`config.mk`:
```
export PLATFORM = sky130hd
export DESIGN_NAME = imem_loader
export DESIGN_NICKNAME = d
export VERILOG_FILES = /design/src/rtl/imem_loader_pkg.sv /design/src/rtl/imem_loader_word_assembler.sv /design/src/rtl/imem_loader.sv
export SDC_FILE = /design/constraint.sdc
export NUM_CORES = 1
export LEC_CHECK = 0
export ABC_AREA = 0
export CORE_ASPECT_RATIO = 0.8
export CORE_MARGIN = 2
export CORE_UTILIZATION = 56
export CTS_BUF_LIST = sky130_fd_sc_hd__clkbuf_16
export DETAILED_ROUTE_END_ITERATION = 10
export GPL_ROUTABILITY_DRIVEN = 0
export PLACE_DENSITY_LB_ADDON = 0.12
export SLEW_MARGIN = 25
export SYNTH_ARGS = -nofsm -noshare
export SYNTH_HDL_FRONTEND = slang
export SYNTH_SLANG_ARGS = --single-unit
```
`constraint.sdc`:
```
create_clock -name clk_i -period 4.65 [get_ports clk_i]
set_input_delay 0.465 -clock clk_i [delete_from_list [all_inputs] [get_ports clk_i]]
set_output_delay 0.465 -clock clk_i [all_outputs]
set_load 0.01 [all_outputs]
```
`src/rtl/imem_loader_pkg.sv`:
```
// Shared types and constants for the instruction-memory loader.
package imem_loader_pkg;

    typedef enum logic [1:0] {
        IDLE,
        RECV,
        WRITE,
        RUN
    } state_e;

    localparam int BYTES_PER_WORD = 4;
    // Matches the core's PC increment, so consecutive writes land on consecutive fetches.
    localparam int WORD_STRIDE = 4;

endpackage

```
`src/rtl/imem_loader_word_assembler.sv`:
```
// Packs accepted bytes little-endian into a 32-bit word and pulses word_ready_o
// in the cycle after the last byte of a word has been accepted.
module imem_loader_word_assembler
    import imem_loader_pkg::*;
(
    input  logic        clk_i,
    input  logic        clear_i,
    input  logic        accept_i,
    input  logic [7:0]  byte_i,
    output logic        last_o,
    output logic [31:0] word_o,
    output logic        word_ready_o
);

    localparam logic [1:0] LAST_IDX = 2'(BYTES_PER_WORD - 1);

    logic [1:0]  byteIdx_q;
    logic [31:0] word_q;
    logic        wordReady_q;

    always_comb begin
        last_o = accept_i && (byteIdx_q == LAST_IDX);
    end

    always_ff @(posedge clk_i) begin
        if (clear_i) begin
            byteIdx_q   <= '0;
            word_q      <= '0;
            wordReady_q <= 1'b0;
        end else begin
            wordReady_q <= last_o;
            if (accept_i) begin
                word_q[{byteIdx_q, 3'b000} +: 8] <= byte_i;
                byteIdx_q                        <= byteIdx_q + 2'd1;
            end
        end
    end

    assign word_o       = word_q;
    assign word_ready_o = wordReady_q;

endmodule

```
`src/rtl/imem_loader.sv`:
```
// Fills instruction memory from a byte stream, holding the core in reset until done.
// Optional receive timeout enabled by defining IMEM_LOADER_TIMEOUT_EN.
module imem_loader
    import imem_loader_pkg::*;
#(
    parameter int          ADDR_WIDTH     = 8,
    parameter logic [31:0] BASE_ADDR      = 32'h0000_0000,
    parameter int          TIMEOUT_CYCLES = 1024
) (
    input  logic                  clk_i,
    input  logic                  rst_i,
    input  logic                  load_req_i,
    input  logic [ADDR_WIDTH:0]   word_count_i,
    input  logic                  byte_valid_i,
    input  logic [7:0]            byte_data_i,
    output logic                  byte_ready_o,
    output logic                  mem_we_o,
    output logic [31:0]           mem_addr_o,
    output logic [31:0]           mem_wdata_o,
    output logic                  cpu_rst_o,
    output logic                  cpu_start_o,
    output logic                  busy_o,
    output logic                  done_o,
    output logic                  err_o
);

    localparam logic [ADDR_WIDTH:0] MAX_COUNT = {1'b1, {ADDR_WIDTH{1'b0}}};

    state_e              state_q, state_d;
    logic [ADDR_WIDTH:0] count_q, count_d;
    logic [ADDR_WIDTH:0] wordIdx_q, wordIdx_d;
    logic [31:0]         memAddr_q, memAddr_d;
    logic                err_q, err_d;
    logic                byteReady_q, cpuRst_q, cpuStart_q, busy_q, done_q;
    logic                accept, lastByte, sessionClear, timeout, countOk;

    always_comb begin
        accept  = byte_valid_i && byteReady_q;
        countOk = (word_count_i != '0) && (word_count_i <= MAX_COUNT);
    end

`ifdef IMEM_LOADER_TIMEOUT_EN
    localparam int TW = $clog2(TIMEOUT_CYCLES + 1);

    logic [TW-1:0] idleCnt_q;

    always_ff @(posedge clk_i) begin
        if (rst_i || state_q != RECV || accept) begin
            idleCnt_q <= '0;
        end else begin
            idleCnt_q <= idleCnt_q + 1'b1;
        end
    end

    always_comb begin
        timeout = (state_q == RECV) && !accept && (idleCnt_q == TW'(TIMEOUT_CYCLES - 1));
    end
`else
    always_comb begin
        timeout = 1'b0;
    end
`endif

    imem_loader_word_assembler u_assembler (
        .clk_i        (clk_i),
        .clear_i      (rst_i || sessionClear),
        .accept_i     (accept),
        .byte_i       (byte_data_i),
        .last_o       (lastByte),
        .word_o       (mem_wdata_o),
        .word_ready_o (mem_we_o)
    );

    always_comb begin
        state_d      = state_q;
        count_d      = count_q;
        wordIdx_d    = wordIdx_q;
        memAddr_d    = memAddr_q;
        err_d        = err_q;
        sessionClear = 1'b0;
        case (state_q)
            IDLE, RUN: begin
                if (load_req_i) begin
                    if (countOk) begin
                        count_d      = word_count_i;
                        wordIdx_d    = '0;
                        memAddr_d    = BASE_ADDR;
                        err_d        = 1'b0;
                        sessionClear = 1'b1;
                        state_d      = RECV;
                    end else begin
                        err_d = 1'b1;
                    end
                end
            end
            RECV: begin
                if (lastByte) begin
                    state_d = WRITE;
                end else if (timeout) begin
                    err_d        = 1'b1;
                    sessionClear = 1'b1;
                    state_d      = IDLE;
                end
            end
            WRITE: begin
                if (wordIdx_q + 1'b1 == count_q) begin
                    state_d = RUN;
                end else begin
                    wordIdx_d = wordIdx_q + 1'b1;
                    memAddr_d = memAddr_q + 32'(WORD_STRIDE);
                    state_d   = RECV;
                end
            end
            default: state_d = IDLE;
        endcase
    end

    // Status outputs are decoded from the next state so they line up with the state register.
    always_ff @(posedge clk_i) begin
        if (rst_i) begin
            state_q     <= IDLE;
            count_q     <= '0;
            wordIdx_q   <= '0;
            memAddr_q   <= BASE_ADDR;
            err_q       <= 1'b0;
            byteReady_q <= 1'b0;
            cpuRst_q    <= 1'b1;
            cpuStart_q  <= 1'b0;
            busy_q      <= 1'b0;
            done_q      <= 1'b0;
        end else begin
            state_q     <= state_d;
            count_q     <= count_d;
            wordIdx_q   <= wordIdx_d;
            memAddr_q   <= memAddr_d;
            err_q       <= err_d;
            byteReady_q <= (state_d == RECV);
            cpuRst_q    <= (state_d != RUN);
            cpuStart_q  <= (state_d == RUN);
            busy_q      <= (state_d == RECV) || (state_d == WRITE);
            done_q      <= (state_d == RUN);
        end
    end

    assign byte_ready_o = byteReady_q;
    assign mem_addr_o   = memAddr_q;
    assign cpu_rst_o    = cpuRst_q;
    assign cpu_start_o  = cpuStart_q;
    assign busy_o       = busy_q;
    assign done_o       = done_q;
    assign err_o        = err_q;

endmodule

```
## After elaboration in Yosys (flattened, before gate mapping)

Index checks and enable logic that the tools add are counted.

- Bits in registers: 92
- Input bits: 21
- Output and inout port bits: 71
- Word-level logic and storage cells: 61

- Add/subtract/negate cells: 4
- $lt $le $gt $ge: 1
- Equal/unequal tests: 12
- Shift operators: 2
- Multiplexer cells: 18
- Reduce and logical (&&, ||, !) cells: 12

Operators with widths:

| operator | count |
|---|---|
| 32-bit two-way mux | 3 |
| 32-bit case mux with 2 select lines | 1 |
| 32-bit by 3-bit adder with 32-bit output, second input constant | 1 |
| 32-bit bitwise mux | 1 |
| 8-bit by 7-bit variable shift with 32-bit output, first input constant | 1 |
| 8-bit by 7-bit variable part select with 32-bit output | 1 |
| 9-bit two-way mux | 3 |
| 9-bit case mux with 2 select lines | 1 |
| 2-bit == test, second input constant | 5 |
| 9-bit by 1-bit adder with 9-bit output, second input constant | 1 |
| 9-bit == test | 1 |
| 9-bit less-or-equal comparator, second input constant | 1 |
| 9-bit nonzero test | 1 |
| 2-bit two-way mux | 4 |
| 2-bit != test, second input constant | 4 |
| 5-bit negator with 7-bit output | 1 |
| 2-bit case mux with 3 select lines | 1 |
| 2-bit by 1-bit == test with 1-bit output, second input constant | 2 |
| 1-bit two-way mux | 4 |
| 4-bit AND reduction | 1 |
| 1-bit logical AND | 3 |
| 3-bit AND reduction | 1 |
| 2-bit by 1-bit adder with 2-bit output, second input constant | 1 |
| 2-bit zero test | 1 |
| 4 further kinds | 5 |

## Longest topological paths before layout

Gate-level depths: netlist (run 1).

- Word-level depth: 7
- Mapped depth: 11
- Depth with buffers taken out: 9

## Hierarchy

A second synthesis (run 1) with hierarchy kept.

- Cell total of the unflattened synthesis: 514
- Area total of the unflattened synthesis: 4,551.9 um2

By module, submodules not included:

| module | instances | cells each | area an instance (um2) | sequential area each (um2) |
|---|---|---|---|---|
| imem_loader | 1 | 389 | 3,071.7 | 1,101.1 |
| imem_loader_word_assembler | 1 | 125 | 1,480.2 | 700.7 |

## Worst setup path after synthesis (run 1)

No wires, ideal clock.

- Path kind: flip-flop to flip-flop
- Start: register wordIdx_q[0]
- End: register byteReady_q, in the netlist byte_ready_o
- Setup time: 0.114 ns
- Data arrival time: 2.543 ns
- Data required time: 4.536 ns
- Setup slack: 1.994 ns
- Stages on the path, launching flop included: 11
- Buffers on the path: 2
- Period minus slack after synthesis: 2.656 ns
- Cell sequence: dfxtp_1 -> ha_1 -> buf_2 -> or4_1 -> a21oi_1 -> o2111a_2 -> buf_6 -> a21oi_1 -> or3_1 -> ha_1 -> nor2b_1

- Cells in the longest elaborated chain, start to end: 5

Ends and longest elaborated chain:

| item | RTL line | RTL |
|---|---|---|
| start, declared | imem_loader.sv:31 | `logic [ADDR_WIDTH:0] wordIdx_q, wordIdx_d;` |
| start signal, assigned | imem_loader.sv:134 | `wordIdx_q <= wordIdx_d;` |
| 9-bit by 1-bit adder with 9-bit output | imem_loader.sv:106 | `if (wordIdx_q + 1'b1 == count_q) begin` |
| 9-bit == test | imem_loader.sv:106 |  |
| 2-bit two-way mux | imem_loader.sv:106 |  |
| 2-bit case mux with 3 select lines | imem_loader.sv:81 | `case (state_q)` |
| 2-bit by 1-bit == test with 1-bit output | imem_loader.sv:137 | `byteReady_q <= (state_d == RECV);` |
| end signal, assigned | imem_loader.sv:137 |  |
| end, declared | imem_loader.sv:34 | `logic byteReady_q, cpuRst_q, cpuStart_q, busy_q, done_q;` |

Every way passes these cells.
A chain may end at the register's enable or synchronous reset.

## Worst setup path after layout (run 1)

- Start: input port word_count_i[4]
- End: register memAddr_q[15], in the netlist mem_addr_o[15]

- Cells in the longest elaborated chain, start to end: 4
- Elaborated cells between the ends (all ways): 5
- Classes of those cells: order compare: 1; eq/ne: 1; reduce/logical: 3

Ends and longest elaborated chain:

| item | RTL line | RTL |
|---|---|---|
| start, declared | imem_loader.sv:13 | `input logic [ADDR_WIDTH:0] word_count_i,` |
| 9-bit less-or-equal comparator or 9-bit nonzero test (tied branches) | imem_loader.sv:39 | `countOk = (word_count_i != '0) && (word_count_i <= MAX_COUNT);` |
| 1-bit logical AND * | imem_loader.sv:39 |  |
| 2-bit != test (no line) * | n/a |  |
| 4-bit AND reduction (no line) * | n/a |  |
| end signal, assigned | imem_loader.sv:135 | `memAddr_q <= memAddr_d;` |
| end, declared | imem_loader.sv:32 | `logic [31:0] memAddr_q, memAddr_d;` |

Every way passes the cells marked *; elsewhere a longest branch is shown, timed or not.

==> flow_summary.json, run 1 <==
{
  "finalWorstSetupSlack_ps": 1460,
  "portBuffers": 89,
  "die_area_mm2": 0.00879,
  "fmax_mhz": 313,
  "fp.dieH_um": 84.3,
  "holdWs_ps": 450,
  "criticalPathCategory": "primary input to flip-flop",
  "cts_tree": "done",
  "ant_nets": 0,
  "synth_top_area_cell": "dfxtp_1",
  "period_needed_ps": 3190,
  "clk_latency_ps": 350,
  "final.period_utilization": 0.686,
  "cp-start-kind": "primary input",
  "worst_r2r_path_depth": 8,
  "yosys.cell_types.count": 69,
  "rsz0062_at_grt": "false",
  "synth_most_common_cell": "dfxtp_1",
  "grt.overflow.total": 0,
  "seqPwrFrac": 0.499,
  "worstHoldPathCells": 2,
  "clkTransAtPathRegs_ps": 70,
  "ys.flop_type": "dfxtp_1",
  "antenna_cells": 0,
  "setup_viol": 0,
  "hold_viol": 0,
  "seq_area_frac_synth": 0.400,
  "fin_skew_ps": 7.60,
  "synth_area_leaders": "dfxtp_1 40%, a22oi_1 5.5%, nor2_1 4.6%",
  "path_max_fanout": 18,
  "hold_path.class": "flip-flop to flip-flop",
  "ys_ff_latch": 90,
  "drtIter0Drc": 310,
  "synth-edff-count": 0,
  "track_usage": 0.283,
  "ioPinCount": 92,
  "tns_ps": 0,
  "dieWidth_um": 104,
  "yosys-top-cells-count": "90 x dfxtp_1, 55 x nor2_1, 41 x nand2_1, 33 x a22oi_1, 31 x a21oi_1",
  "synth_mux_area_frac": 0.0225,
  "postSynthAreaPerCell_um2": 8.67,
  "cp_slowest_cell": "and2_1",
  "slew_viol_final": 0,
  "path_buf_inv": 1,
  "cts_made_buffers": 9,
  "tightestPinTransition_ps": 1050,
  "synth-xor-area-share": 0.0244,
  "power.switching_uw": 387,
  "synth-compound-area-share": 0.229,
  "row_count": 29,
  "max-clock-path-buffers": 2,
  "synth_cells": 520,
  "fin_area_mm2": 0.00571,
  "drc": 0,
  "power_leakage_uw": 0.00196,
  "cp_cell_sequence": "clkdlybuf4s50_1 > nor4_1 > a21boi_1 > or3_1 > a21oi_4 > and2_1 > a32o_1",
  "synth_fa_ha_area_frac": 0.0333,
  "placed_cells_incl_taps": 693,
  "critPathMaxStageDelay_ps": 680,
  "yosys_warnings": 0,
  "avgViaCountPerCell": 6.14,
  "peakVddDrop_uv": 231,
  "critPathTopFamily": "simple AND/OR/NAND/NOR gates",
  "worstPathArrival_ps": 3480,
  "place_area_mm2": 0.00544,
  "syn_area_mm2": 0.00451,
  "status": "finished, final reports clean",
  "yosys.area_share.simple": 0.241,
  "htreeDepth": 3,
  "initial_core_util": 0.573,
  "routed_wl_um": 12400,
  "ys_async_sr_fraction": 0,
  "cts_hold_buf": 0,
  "cp.required_ps": 4940,
  "cts_sinks": 90,
  "slew_headroom": 0.301,
  "final_nets": 629,
  "grt_pass1_vias": 4182,
  "dr.pass1.iters": 5,
  "wl_per_cell_um": 17.4,
  "switching_share": 0.245,
  "areaGrowthSynthToFinish_pct": 26.7,
  "core_area_mm2": 0.00787,
  "synth_top_area_frac": 0.400,
  "cts-root-buf": "clkbuf_16",
  "drive_gt1_frac": 0.0815,
  "synth_top_family_by_area": "simple AND/OR/NAND/NOR gates",
  "place_hpwl_um": 8160,
  "end_kind": "flip-flop",
  "grt_first_pass_wirelength_um": 20400,
  "pwr-share-clk": 0.426,
  "post-place-ws_ps": 1170,
  "vias": 4352,
  "crit_cells": 7,
  "fin_cells": 709,
  "combPwrFrac": 0.076,
  "antenna_found_initial": 0,
  "postCtsSetupBuffers": 0,
  "cts_resized": 0,
  "pwr_density_cell_mw_per_mm2": 276,
  "p_int_uw": 1190,
  "maxCapViolations": 0,
  "grt_max_degree": 54
}
stage by stage:
stage               total power, uW   util
floorplan                       875      -
global placement                919  0.691
CTS                            1590  0.726
finish                         1580  0.726
detailed placement              922  0.691
global route                   1630  0.726
layout make-up:
cell class	count	area, um^2
flip-flops and latches	90	1800
inverters	10	37.5
fillers	636	2160
repair buffers	100	968
clock buffers	9	225
well taps	108	135
multi-input cells	385	2500
clock inverters	7	46.3
state kept, by name (all words and copies together), names as in the netlist:
name	flops
count_q	9
wordIdx_q	9
done_o	1
cpu_rst_o	1
u_assembler.word_ready_o	1
err_o	1
busy_o	1
u_assembler.word_o	32
byte_ready_o	1
state_q	2
mem_addr_o	30
u_assembler.byteIdx_q	2
per-layer routing:
metal  up-vias  GRT usage  part of all wire
li1       2069          -                 -
met1      2083      0.380              0.45
met2       183      0.444              0.47
met3        17     0.0776             0.071
met4         0     0.0909             0.012
met5         -          0                 0
layout by cell type (no fill, tap or decap), types with 4 or more instances in the layout:
master,instances
and2_1,5
xnor2_1,5
and3_1,6
a22oi_1,33
ha_1,12
nor2b_1,6
clkdlybuf4s50_1,88
nor2_1,55
nand3_1,23
o21ai_0,19
a31oi_1,5
nand4_1,11
o211ai_1,8
clkbuf_16,9
inv_1,11
mux2i_1,9
nor4_1,7
nor3_1,22
nand2_1,41
dfxtp_1,90
a21o_1,4
a21oi_1,31
a32o_1,18
buf_4,11
tightest hold or removal path, stage by stage, from the launching register on:
cell,delay (ps)
dfxtp_1,310
inv_1,50
a21oi_1,50
cell families after synthesis:
logic type / count (synthesis)
buffers and inverters: 46
other: 1
AO/OA/AOI/OAI: 141
adder cells (fa/ha/maj): 12
XOR/XNOR: 10
flip-flops: 90
AND/OR/NAND/NOR: 210
multiplexers: 10
final timing paths:
path	from	endpoint	slack, ps
worst max-delay path	word_count_i[4]	mem_addr_o[15]	1460
worst min-delay path	err_o	err_o	450
worst max register to register	wordIdx_q[0]	mem_addr_o[15]	1480
worst min register to register	err_o	err_o	450
power by group through the flow:
| stage | clock, uW | combinational (uW) | sequential (uW) |
|---|---|---|---|
| after floorplan | 0 | 71.5 | 804 |
| after global placement | 0 | 114 | 804 |
| after detailed placement | 0 | 117 | 805 |
| after CTS | 681 | 118 | 787 |
| after global routing | 714 | 130 | 788 |
| final | 672 | 119 | 787 |
(Power assumes the default switching activity.)
==> run 2: changes to the inputs <==
- CORE_UTILIZATION: 56 -> 52
- clock period: 4.65 -> 3.16 ns (I/O delays scaled with it)
==> run 2 against run 1 <==
  * Wire length is 2.9% higher
  * Count of clock-buffer cells in the layout stayed put
  * Critical path depth is 1 higher
  * Non-clock buffer count is 12 higher
  * Setup slack worse by 1000 ps
  * Clock skew is 1.3 ps lower
  * First-iteration DRC count is 9.4% higher
  * Sequential cell count stayed put
  * Power is 51% higher
  * Global-route usage is 0.58 points lower
  * Cell count is 2.3% higher
  * Critical path type is now flip-flop to flip-flop
  * Highest routed layer unchanged
==> flow_summary.json, run 2 (synthesis results as in run 1) <==
{
  "status": "finished, final reports clean",
  "peakVddDrop_uv": 314,
  "cts_made_buffers": 9,
  "place_hpwl_um": 8580,
  "path_max_fanout": 22,
  "final.period_utilization": 0.870,
  "cts_sinks": 90,
  "drive_gt1_frac": 0.0962,
  "fp.dieH_um": 87.3,
  "tightestPinTransition_ps": 745,
  "grt_pass1_vias": 4116,
  "cp_cell_sequence": "ha_1 > and2_1 > o21ai_0 > a211o_1 > o2111a_2 > buf_4 > or3_1 > a32o_1",
  "placed_cells_incl_taps": 709,
  "holdWs_ps": 473,
  "dr.pass1.iters": 5,
  "initial_core_util": 0.534,
  "setup_viol": 0,
  "fin_cells": 725,
  "hold_viol": 0,
  "cts-root-buf": "clkbuf_16",
  "hold_path.class": "flip-flop to flip-flop",
  "period_needed_ps": 2750,
  "criticalPathCategory": "flip-flop to flip-flop",
  "power_leakage_uw": 0.00203,
  "cp-start-kind": "flip-flop",
  "largest_reg_flops": 32,
  "fmax_mhz": 364,
  "mostFrequentLayoutCells": "90 x dfxtp_1, 88 x clkdlybuf4s50_1, 55 x nor2_1",
  "final_util": 0.690,
  "grt.overflow.total": 0,
  "fin_skew_ps": 6.29,
  "drc": 0,
  "cts_tree": "done",
  "htreeDepth": 3,
  "startpoint": "wordIdx_q[1]",
  "routed_wl_um": 12700,
  "die_area_mm2": 0.00943,
  "ioPinCount": 92,
  "pwr_density_cell_mw_per_mm2": 410,
  "avgViaCountPerCell": 6.06,
  "slew_viol_final": 0,
  "place_area_mm2": 0.00554,
  "row_count": 30,
  "clkTransAtPathRegs_ps": 60,
  "postCtsSetupBuffers": 0,
  "areaGrowthSynthToFinish_pct": 29.2,
  "cp_slowest_cell": "dfxtp_1",
  "wl_per_cell_um": 17.5,
  "drtIter0Drc": 339,
  "antenna_cells": 0,
  "cts_resized": 0,
  "cp.required_ps": 3400,
  "slew_headroom": 0.503,
  "maxCapViolations": 0,
  "grt_first_pass_wirelength_um": 20600,
  "max-clock-path-buffers": 2,
  "reg2reg_from": "wordIdx_q[1]",
  "portBuffers": 89,
  "vias": 4394,
  "antenna_found_initial": 0,
  "clk_latency_ps": 340,
  "ant_nets": 0,
  "layout.cells.most_common": "dfxtp_1",
  "hp-start": "err_o",
  "rsz0062_at_grt": "false",
  "tns_ps": 0,
  "dieWidth_um": 108,
  "critPathMaxStageDelay_ps": 460,
  "track_usage": 0.277,
  "final_nets": 641,
  "grt_max_degree": 53,
  "worstPathArrival_ps": 2990,
  "fin_area_mm2": 0.00582,
  "end_kind": "flip-flop",
  "cts_hold_buf": 0,
  "core_area_mm2": 0.00845
}
## run 2: worst max-delay path: cells and delay by family (launching register included)
family	cells	cell delay (ps)
DFF	1	460
and+or+nand+nor	2	620
adders and majority gates	1	390
AOI/OAI and AO/OA	4	960
buffers and inverters	1	210
## run 2: path summary, 6_finish.rpt
check              endpoint  slack, ps  cells after the start
max          mem_addr_o[20]        410                      8
min                   err_o        470                      2
max reg2reg  mem_addr_o[20]        410                      8
min reg2reg           err_o        470                      2
## run 2: routing by layer
layer	wire (um)	GRT usage	share of wire
met5	0	0	0
met3	849	0.0673	0.067
met1	5750	0.375	0.45
met2	5930	0.440	0.47
met4	203	0.0839	0.016
## run 2: area by class of cell
class / instances / area (um^2)
sequential: 90 / 1800
fill: 687 / 2620
timing repair buffer: 112 / 1060
clock inverter: 7 / 62.6
inverter: 10 / 37.5
clock buffer: 9 / 225
multi-input combinational: 385 / 2500
tap: 112 / 140
## run 2: where the power goes
part | leakage (uW) | internal [uW] | switching, uW
combinational | 0.00116 | 78.3 | 102
sequential | 0.000727 | 1150 | 11.3
clock | 0.000145 | 604 | 445
## run 2: metrics by stage
stage          power, uW  setup WS [ps]
6_report            2390            412
5_1_grt             2460            282
4_1_cts             2400            449
3_5_place_dp        1360            171
3_3_place_gp        1360            253
2_1_floorplan       1290            504
